[config.mk]
export PLATFORM = sky130hd
export DESIGN_NAME = dma_dsc_cache_rd
export DESIGN_NICKNAME = d
export VERILOG_FILES = /design/src/rtl/dma_dsc_pkg.sv /design/src/rtl/dma_dsc_skid2.sv /design/src/rtl/dma_dsc_cache_rd.sv
export SDC_FILE = /design/constraint.sdc
export NUM_CORES = 1
export LEC_CHECK = 0
export ABC_AREA = 1
export CORE_MARGIN = 2
export CORE_UTILIZATION = 54
export DETAILED_ROUTE_END_ITERATION = 10
export PLACE_DENSITY = 0.87
export SYNTH_ARGS = -nofsm -noshare
export SYNTH_HDL_FRONTEND = slang
export SYNTH_SLANG_ARGS = --single-unit
[constraint.sdc]
create_clock -name clk -period 6.2 [get_ports clk]
set_input_delay 0.93 -clock clk [delete_from_list [all_inputs] [get_ports clk]]
set_output_delay 0.93 -clock clk [all_outputs]
set_load 0.05 [all_outputs]
[src/rtl/dma_dsc_pkg.sv]
// dma_dsc_pkg: shared constants and types for the DMA descriptor cache read path.
// DMA_DSC_RD_ERR_EN adds a per-descriptor error bit to dsc_t.
package dma_dsc_pkg;
    localparam int DSC_WIDTH = 128;
    localparam int DSC_DEPTH = 128;
    localparam int DSC_AW    = 7;
    typedef logic [DSC_AW:0] dsc_ptr_t;
`ifdef DMA_DSC_RD_ERR_EN
    typedef struct packed {
        logic                 err;
        logic [DSC_WIDTH-1:0] data;
    } dsc_t;
`else
    typedef struct packed {
        logic [DSC_WIDTH-1:0] data;
    } dsc_t;
`endif
endpackage

[src/rtl/dma_dsc_skid2.sv]
// dma_dsc_skid2: two-entry FIFO absorbing the cache read latency.
// Entries reset to zero so the head reads as zero after reset.
module dma_dsc_skid2
    import dma_dsc_pkg::*;
#(
    parameter int W = DSC_WIDTH
) (
    input  logic         clk,
    input  logic         rst_n,
    input  logic         push_i,
    input  logic         pop_i,
    input  logic         clr_i,
    input  logic [W-1:0] din_i,
    output logic [W-1:0] dout_o,
    output logic [1:0]   occ_o
);
    logic [W-1:0] mem_q [2];
    logic         head_q, head_d;
    logic         tail_q, tail_d;
    logic [1:0]   occ_q, occ_d;

    always_comb begin
        head_d = clr_i ? 1'b0 : head_q ^ pop_i;
        tail_d = clr_i ? 1'b0 : tail_q ^ push_i;
        occ_d  = clr_i ? 2'd0 : occ_q + {1'b0, push_i} - {1'b0, pop_i};
    end

    always_ff @(posedge clk or negedge rst_n) begin
        if (!rst_n) begin
            mem_q[0] <= '0;
            mem_q[1] <= '0;
            head_q   <= 1'b0;
            tail_q   <= 1'b0;
            occ_q    <= 2'd0;
        end else begin
            if (push_i && !clr_i)
                mem_q[tail_q] <= din_i;
            head_q <= head_d;
            tail_q <= tail_d;
            occ_q  <= occ_d;
        end
    end

    assign dout_o = mem_q[head_q];
    assign occ_o  = occ_q;
endmodule

[src/rtl/dma_dsc_cache_rd.sv]
// dma_dsc_cache_rd: circular-buffer read engine for the descriptor cache with a 2-deep output buffer.
// DMA_DSC_RD_ERR_EN adds db_detect_i, dsc_err_o and err_sticky_o.
module dma_dsc_cache_rd
    import dma_dsc_pkg::*;
#(
    parameter int WIDTH = DSC_WIDTH,
    parameter int DEPTH = DSC_DEPTH,
    parameter int AW    = DSC_AW
) (
    input  logic             clk,
    input  logic             rst_n,
    input  logic [AW:0]      wr_ptr_i,
    output logic [AW:0]      rd_ptr_o,
    output logic             ren_o,
    output logic [AW-1:0]    raddr_o,
    input  logic [WIDTH-1:0] rdata_i,
    output logic             dsc_valid_o,
    input  logic             dsc_ready_i,
    output logic [WIDTH-1:0] dsc_data_o,
    input  logic             flush_i,
    output logic [AW:0]      level_o,
    output logic             empty_o
`ifdef DMA_DSC_RD_ERR_EN
    ,
    input  logic             db_detect_i,
    output logic             dsc_err_o,
    output logic             err_sticky_o
`endif
);
`ifdef DMA_DSC_RD_ERR_EN
    localparam int EW = WIDTH + 1;
`else
    localparam int EW = WIDTH;
`endif

    logic [AW:0]   rd_ptr_q, rd_ptr_d;
    logic          infl_q;
    logic          pop, ren;
    logic [1:0]    occ;
    logic [EW-1:0] din, dout;

    assign level_o     = wr_ptr_i - rd_ptr_q;
    assign empty_o     = level_o == '0;
    assign dsc_valid_o = occ != 2'd0;
    assign pop         = dsc_valid_o && dsc_ready_i;
    // Issue only while buffer plus in-flight read leaves room after this cycle's pop.
    assign ren      = !empty_o && !flush_i && ({1'b0, occ} + {2'b0, infl_q} < 3'd2 + {2'b0, pop});
    assign ren_o    = ren && rst_n;
    assign rd_ptr_d = flush_i ? wr_ptr_i : rd_ptr_q + {{AW{1'b0}}, ren};
    assign rd_ptr_o = rd_ptr_q;
    assign raddr_o  = rd_ptr_q[AW-1:0];

    always_ff @(posedge clk or negedge rst_n) begin
        if (!rst_n) begin
            rd_ptr_q <= '0;
            infl_q   <= 1'b0;
        end else begin
            rd_ptr_q <= rd_ptr_d;
            infl_q   <= ren;
        end
    end

`ifdef DMA_DSC_RD_ERR_EN
    logic sticky_q, sticky_d;
    assign din          = {db_detect_i, rdata_i};
    assign dsc_err_o    = dout[WIDTH];
    assign sticky_d     = flush_i ? 1'b0 : sticky_q | (infl_q & db_detect_i);
    assign err_sticky_o = sticky_q;
    always_ff @(posedge clk or negedge rst_n) begin
        if (!rst_n)
            sticky_q <= 1'b0;
        else
            sticky_q <= sticky_d;
    end
`else
    assign din = rdata_i;
`endif
    assign dsc_data_o = dout[WIDTH-1:0];

    dma_dsc_skid2 #(.W(EW)) u_buf (
        .clk    (clk),
        .rst_n  (rst_n),
        .push_i (infl_q && !flush_i),
        .pop_i  (pop && !flush_i),
        .clr_i  (flush_i),
        .din_i  (din),
        .dout_o (dout),
        .occ_o  (occ)
    );

    a_level_legal: assert property (@(posedge clk) disable iff (!rst_n)
        {1'b0, level_o} <= (AW+2)'(DEPTH));
endmodule
# Word-level counts from Yosys, hierarchy flattened
# Cells that the tools add are included.
dict set report op_classes {
  n_addsub 6
  order_cmp 4
  n_mux 10
  n_bitwise 4
  reduce_logical 12
}
# op count
set ops {}
lappend ops {{two-way mux 128 bit} 4}
lappend ops {{bitwise mux 256 bit} 1}
lappend ops {{demux 128 bit (select 1 bit)} 1}
lappend ops {{adder 8 x 1 -> 8 bit} 1}
lappend ops {{logical AND 1 bit} 8}
lappend ops {{zero test 8 bit} 1}
lappend ops {{two-way mux 8 bit} 1}
lappend ops {{subtractor 8 bit} 1}
lappend ops {{>= comparator 2 bit, second input constant} 2}
lappend ops {{inverter 1 -> 2 bit} 2}
lappend ops {{adder 2 x 1 -> 3 bit} 1}
lappend ops {{adder 2 x 1 -> 3 bit, first input constant} 1}
lappend ops {{< comparator 3 bit} 1}
lappend ops {{adder 2 x 1 -> 2 bit} 1}
lappend ops {{zero test 1 bit} 2}
lappend ops {{< comparator 2 x 1 -> 1 bit, second input constant} 1}
lappend ops {{two-way mux 1 bit} 2}
lappend ops {{two-way mux 2 bit} 1}
lappend ops {{nonzero test 2 bit} 1}
lappend ops {{subtractor 2 x 1 -> 2 bit} 1}
lappend ops {{XOR 1 bit} 2}
dict set report word_totals {
  reg_bits 269
  in_bits 140
  out_inout_bits 154
  elab_cells 43
}

# Logic depth before layout (Yosys ltp)
dict set report depth {
  word_depth 7
  depth_mapped 22
  ltp_nobuf 22
}

# Modules after synthesis
# From an unflattened synthesis, not the netlist that was laid out.
dict set report hier_totals {
  cells_unflattened 1272
  hier_area_um2 12333.1
}
# module n_inst cells_per_inst area_each_um2 seq_area_each_um2
set by_module_without_submodules {}
lappend by_module_without_submodules {dma_dsc_skid2 1 1119 11294.6 6506.2}
lappend by_module_without_submodules {dma_dsc_cache_rd 1 153 1038.5 225.2}

# Worst setup path after synthesis
# Ideal clock, no wire load.
dict set report synth_path {
  path_type {input to output}
  start {input port wr_ptr_i[0]}
  end {output port ren_o}
  arrival_time_ps 3430
  t_required_ps 5270
  slack_ps 1840
  stages 11
  path_buffers 0
  cell_sequence {inv_1 ha_1 inv_1 fa_1 xor2_1 nor2_1 nand3_1 nor2_1 nand2_1 nand2_1 nor2_1}
}
dict set report synth_via {
  elab_chain_cells 6
}
# element line_no
set synth_rtl {}
lappend synth_rtl {{from (decl)} dma_dsc_cache_rd.sv:12} ;# input logic [AW:0] wr_ptr_i,
lappend synth_rtl {{subtractor 8 bit} dma_dsc_cache_rd.sv:42} ;# assign level_o = wr_ptr_i - rd_ptr_q;
lappend synth_rtl {{net level_o[2]} dma_dsc_cache_rd.sv:21} ;# output logic [AW:0] level_o,
lappend synth_rtl {{zero test 8 bit} dma_dsc_cache_rd.sv:43} ;# assign empty_o = level_o == '0;
lappend synth_rtl {{zero test 1 bit} dma_dsc_cache_rd.sv:47} ;# assign ren = !empty_o && !flush_i && ({1'b0, occ} + {2'b0, infl_q} < 3'd2 + {2'b0, pop});
lappend synth_rtl {{logical AND 1 bit (2 in a row)} dma_dsc_cache_rd.sv:47}
lappend synth_rtl {{logical AND 1 bit} dma_dsc_cache_rd.sv:48} ;# assign ren_o = ren && rst_n;
lappend synth_rtl {{to (decl)} dma_dsc_cache_rd.sv:14} ;# output logic ren_o,
# The timed path passes the listed nets, and every way through them passes these cells.

# Final worst setup path
dict set report layout_path {
  start {input port wr_ptr_i[0]}
  end {output port empty_o}
}
dict set report layout_via {
  elab_chain_cells 2
}
# element line_no
set layout_rtl {}
lappend layout_rtl {{subtractor 8 bit} dma_dsc_cache_rd.sv:42}
lappend layout_rtl {{zero test 8 bit} dma_dsc_cache_rd.sv:43}
lappend layout_rtl {{to (decl)} dma_dsc_cache_rd.sv:22} ;# output logic empty_o
# Every way passes these cells.

==> results.yml <==
run_status:
  outcome: "completed"
logic_synthesis:
  synth_warnings: 0
  synth_fp_nets: 1692
  ys.flop_type: "dfrtp_1"
  synth_top_area_share_pct: 54.9
  syn_inst: 1538
  synth_cell_types: 27
  ys_ff_latch: 269
  synth_area_um2: 12300
  yosysTopAreaCell: "dfrtp_1"
  syn_avg_cell_area_um2: 7.97
  synth_edf_count: 0
  seq_area_frac_synth_pct: 54.9
  ys_async_sr_fraction_pct: 100
  netlist_top_cells_area: "dfrtp_1 (55%), nand2_1 (21%), o21ai_0 (5.8%)"
power:
  vdd_drop_max_mv: 0.431
  p_per_area_nw_per_um2: 595
  p_leak_nw: 8.26
setup_path:
  crit_top_cell: "inv_1"
  reg2reg_from: "rd_ptr_o[0]$_DFF_PN0_"
  start_kind: "input port"
  critical_path.reg2reg.endpoint: "rd_ptr_o[7]$_DFF_PN0_"
  cp_slowest_cell: "clkdlybuf4s50_1"
  crit_arrival_ns: 3.63
  crit_chain: "clkdlybuf4s50_1 -> inv_1 -> ha_1 -> inv_1 -> fa_1 -> or2_2 -> nor2_1 -> nand3_1 -> nor2_1 -> nand2_1 -> inv_1 -> clkdlybuf4s50_1"
  r2r_slack_ns: 3.20
  cp.required_ns: 5.27
  worst_setup_path_end_kind: "primary output"
  worstRegToRegCells: 20
  crit_type: "in -> out"
  slowest_delay_ns: 0.79
  path_max_fanout: 3
clock_network:
  cts_tree: "done"
  clock_sinks: 269
  postCtsSetupBuffers: 0
  clock_latency_ns: 0.54
  clkTransAtPathRegs_ns: 0.06
  root_buffer: "clkbuf_16"
  ctsHtreeMaxLevel: 1
  clock_path_buffers: 3
  cts_buffers: 28
  ctsResizeCount: 0
  cts-hold-fix-buffers: 0
cells_and_area:
  drive_above_1_share_pct: 3.51
  syn_to_final_growth_pct: 30.3
  layout_common_cells: "nand2_1 (686), clkdlybuf4s50_1 (292), dfrtp_1 (268), inv_1 (159), o21ai_0 (143)"
  diodes: 0
  design_area_um2: 16000
  fin_cells: 2080
  final_common_cell: "nand2_1"
  nNetsFinal: 1931
grt:
  grt_overflow_total: 0
  grtUsageTotal_pct: 24.9
  antenna_found_initial: 0
  grt_max_degree: 156
  grt_pass1_wl_mm: 49.3
  grt_pass1_vias: 10300
timing:
  finalHoldViolCount: 0
  grt_setup_unrepaired: "no"
  setup_viol: 0
  period_minus_slack_ns: 4.56
  worstMarginPinSlew_ns: 1.10
  finalSetupTns_ns: 0
  clock.fmax_mhz: 219
  slew_headroom_pct: 26.8
  finalClockSkew_ns: 0.0275
  period_share_pct: 73.6
  slew_viol_final: 0
placement:
  gp_congestion: 0.883
  hpwl_mm: 19.1
  placed_area_um2: 15100
  io_buffers: 293
  dp.cells: 2032
routing:
  wl_per_cell_um: 14.6
  drc: 0
  drtIter0Drc: 880
  routed_wl_mm: 30.4
  viasPerCell: 5.15
  via_count: 10700
  drtAntennaViolNets: 0
  first_pass_iters: 7
floorplan:
  die_w_um: 155
  core-area_um2: 22400
  dieArea_um2: 23900
  start_util_pct: 54.7
  io_pins: 294
  rows: 55
  die_h_um: 155
worst_hold_path:
  hold_class: "in -> async"
run:
  maxCapViolations: 0
[kinds of logic after synthesis]
family,share of synthesized area (%)
AO/OA/AOI/OAI,11.2
XOR/XNOR,0.500
adder cells (fa/ha/maj),1.49
buffers and inverters,9.54
flip-flops,54.9
AND/OR/NAND/NOR,22.4
[power by group]
part	switching, mW	internal, mW
clock network	0.665	0.929
logic	3.29	1.58
registers	0.479	2.58
total	4.43	5.09
[how the worst max path moves through the flow]
stage	startpoint	to	depth (start not counted)
final	wr_ptr_i[0]	empty_o	12
after floorplan	wr_ptr_i[0]	ren_o	11
after global routing	wr_ptr_i[0]	ren_o	15
after detailed placement	wr_ptr_i[0]	empty_o	12
after global placement	wr_ptr_i[0]	empty_o	12
after CTS	wr_ptr_i[0]	empty_o	12
[flip-flops by register name, indices dropped and copies added, names as in the netlist]
name and count:
u_buf.mem_q 256, u_buf.tail_q 1, u_buf.head_q 1, rd_ptr_o 8, u_buf.occ_o 2, infl_q 1
[metal layers]
layer / track usage (%) / up-vias / wire, um
met5: 0 / - / 0
met4: 8.51 / 0 / 983
met3: 4.54 / 67 / 2020
met2: 41.6 / 388 / 14700
met1: 33.2 / 5046 / 12600
li1: - / 5201 / -
[final cells by class]
type / instances / area [um2]
multi-input combinational: 1014 / 4370
clock inverter: 9 / 85.1
sequential: 269 / 6740
clock buffer: 39 / 792
tap: 285 / 357
inverter: 162 / 616
timing repair buffer: 302 / 3030
fill: 1652 / 6450
[critical path: cells and delay by family]
family | cells | cell delay [ns]
buf+inv | 5 | 1.44
fa+ha+maj | 2 | 0.61
simple gates | 5 | 0.66
[cells in the mapped netlist (all sizes together) (2+ instances only)]
cell type    n
inv        162
buf         67
a21oi        5
or2          2
dfrtp      269
ha          13
xor2         6
nand3       14
o21ai      265
nor2        16
nand4        2
nand2      687
clkbuf      26
[metrics by stage]
step	power, mW	util [%]	hold WS (ns)	setup slack [ns]
2_1_floorplan	6.33	-	0.453	1.84
3_3_place_gp	7.79	67.4	0.464	1.63
3_5_place_dp	7.92	67.4	0.473	1.62
4_1_cts	9.57	71.3	0.302	1.62
5_1_grt	10.1	71.3	0.320	1.51
6_report	9.52	71.3	0.302	1.64
No activity file was read; power rests on OpenSTA's default activity.
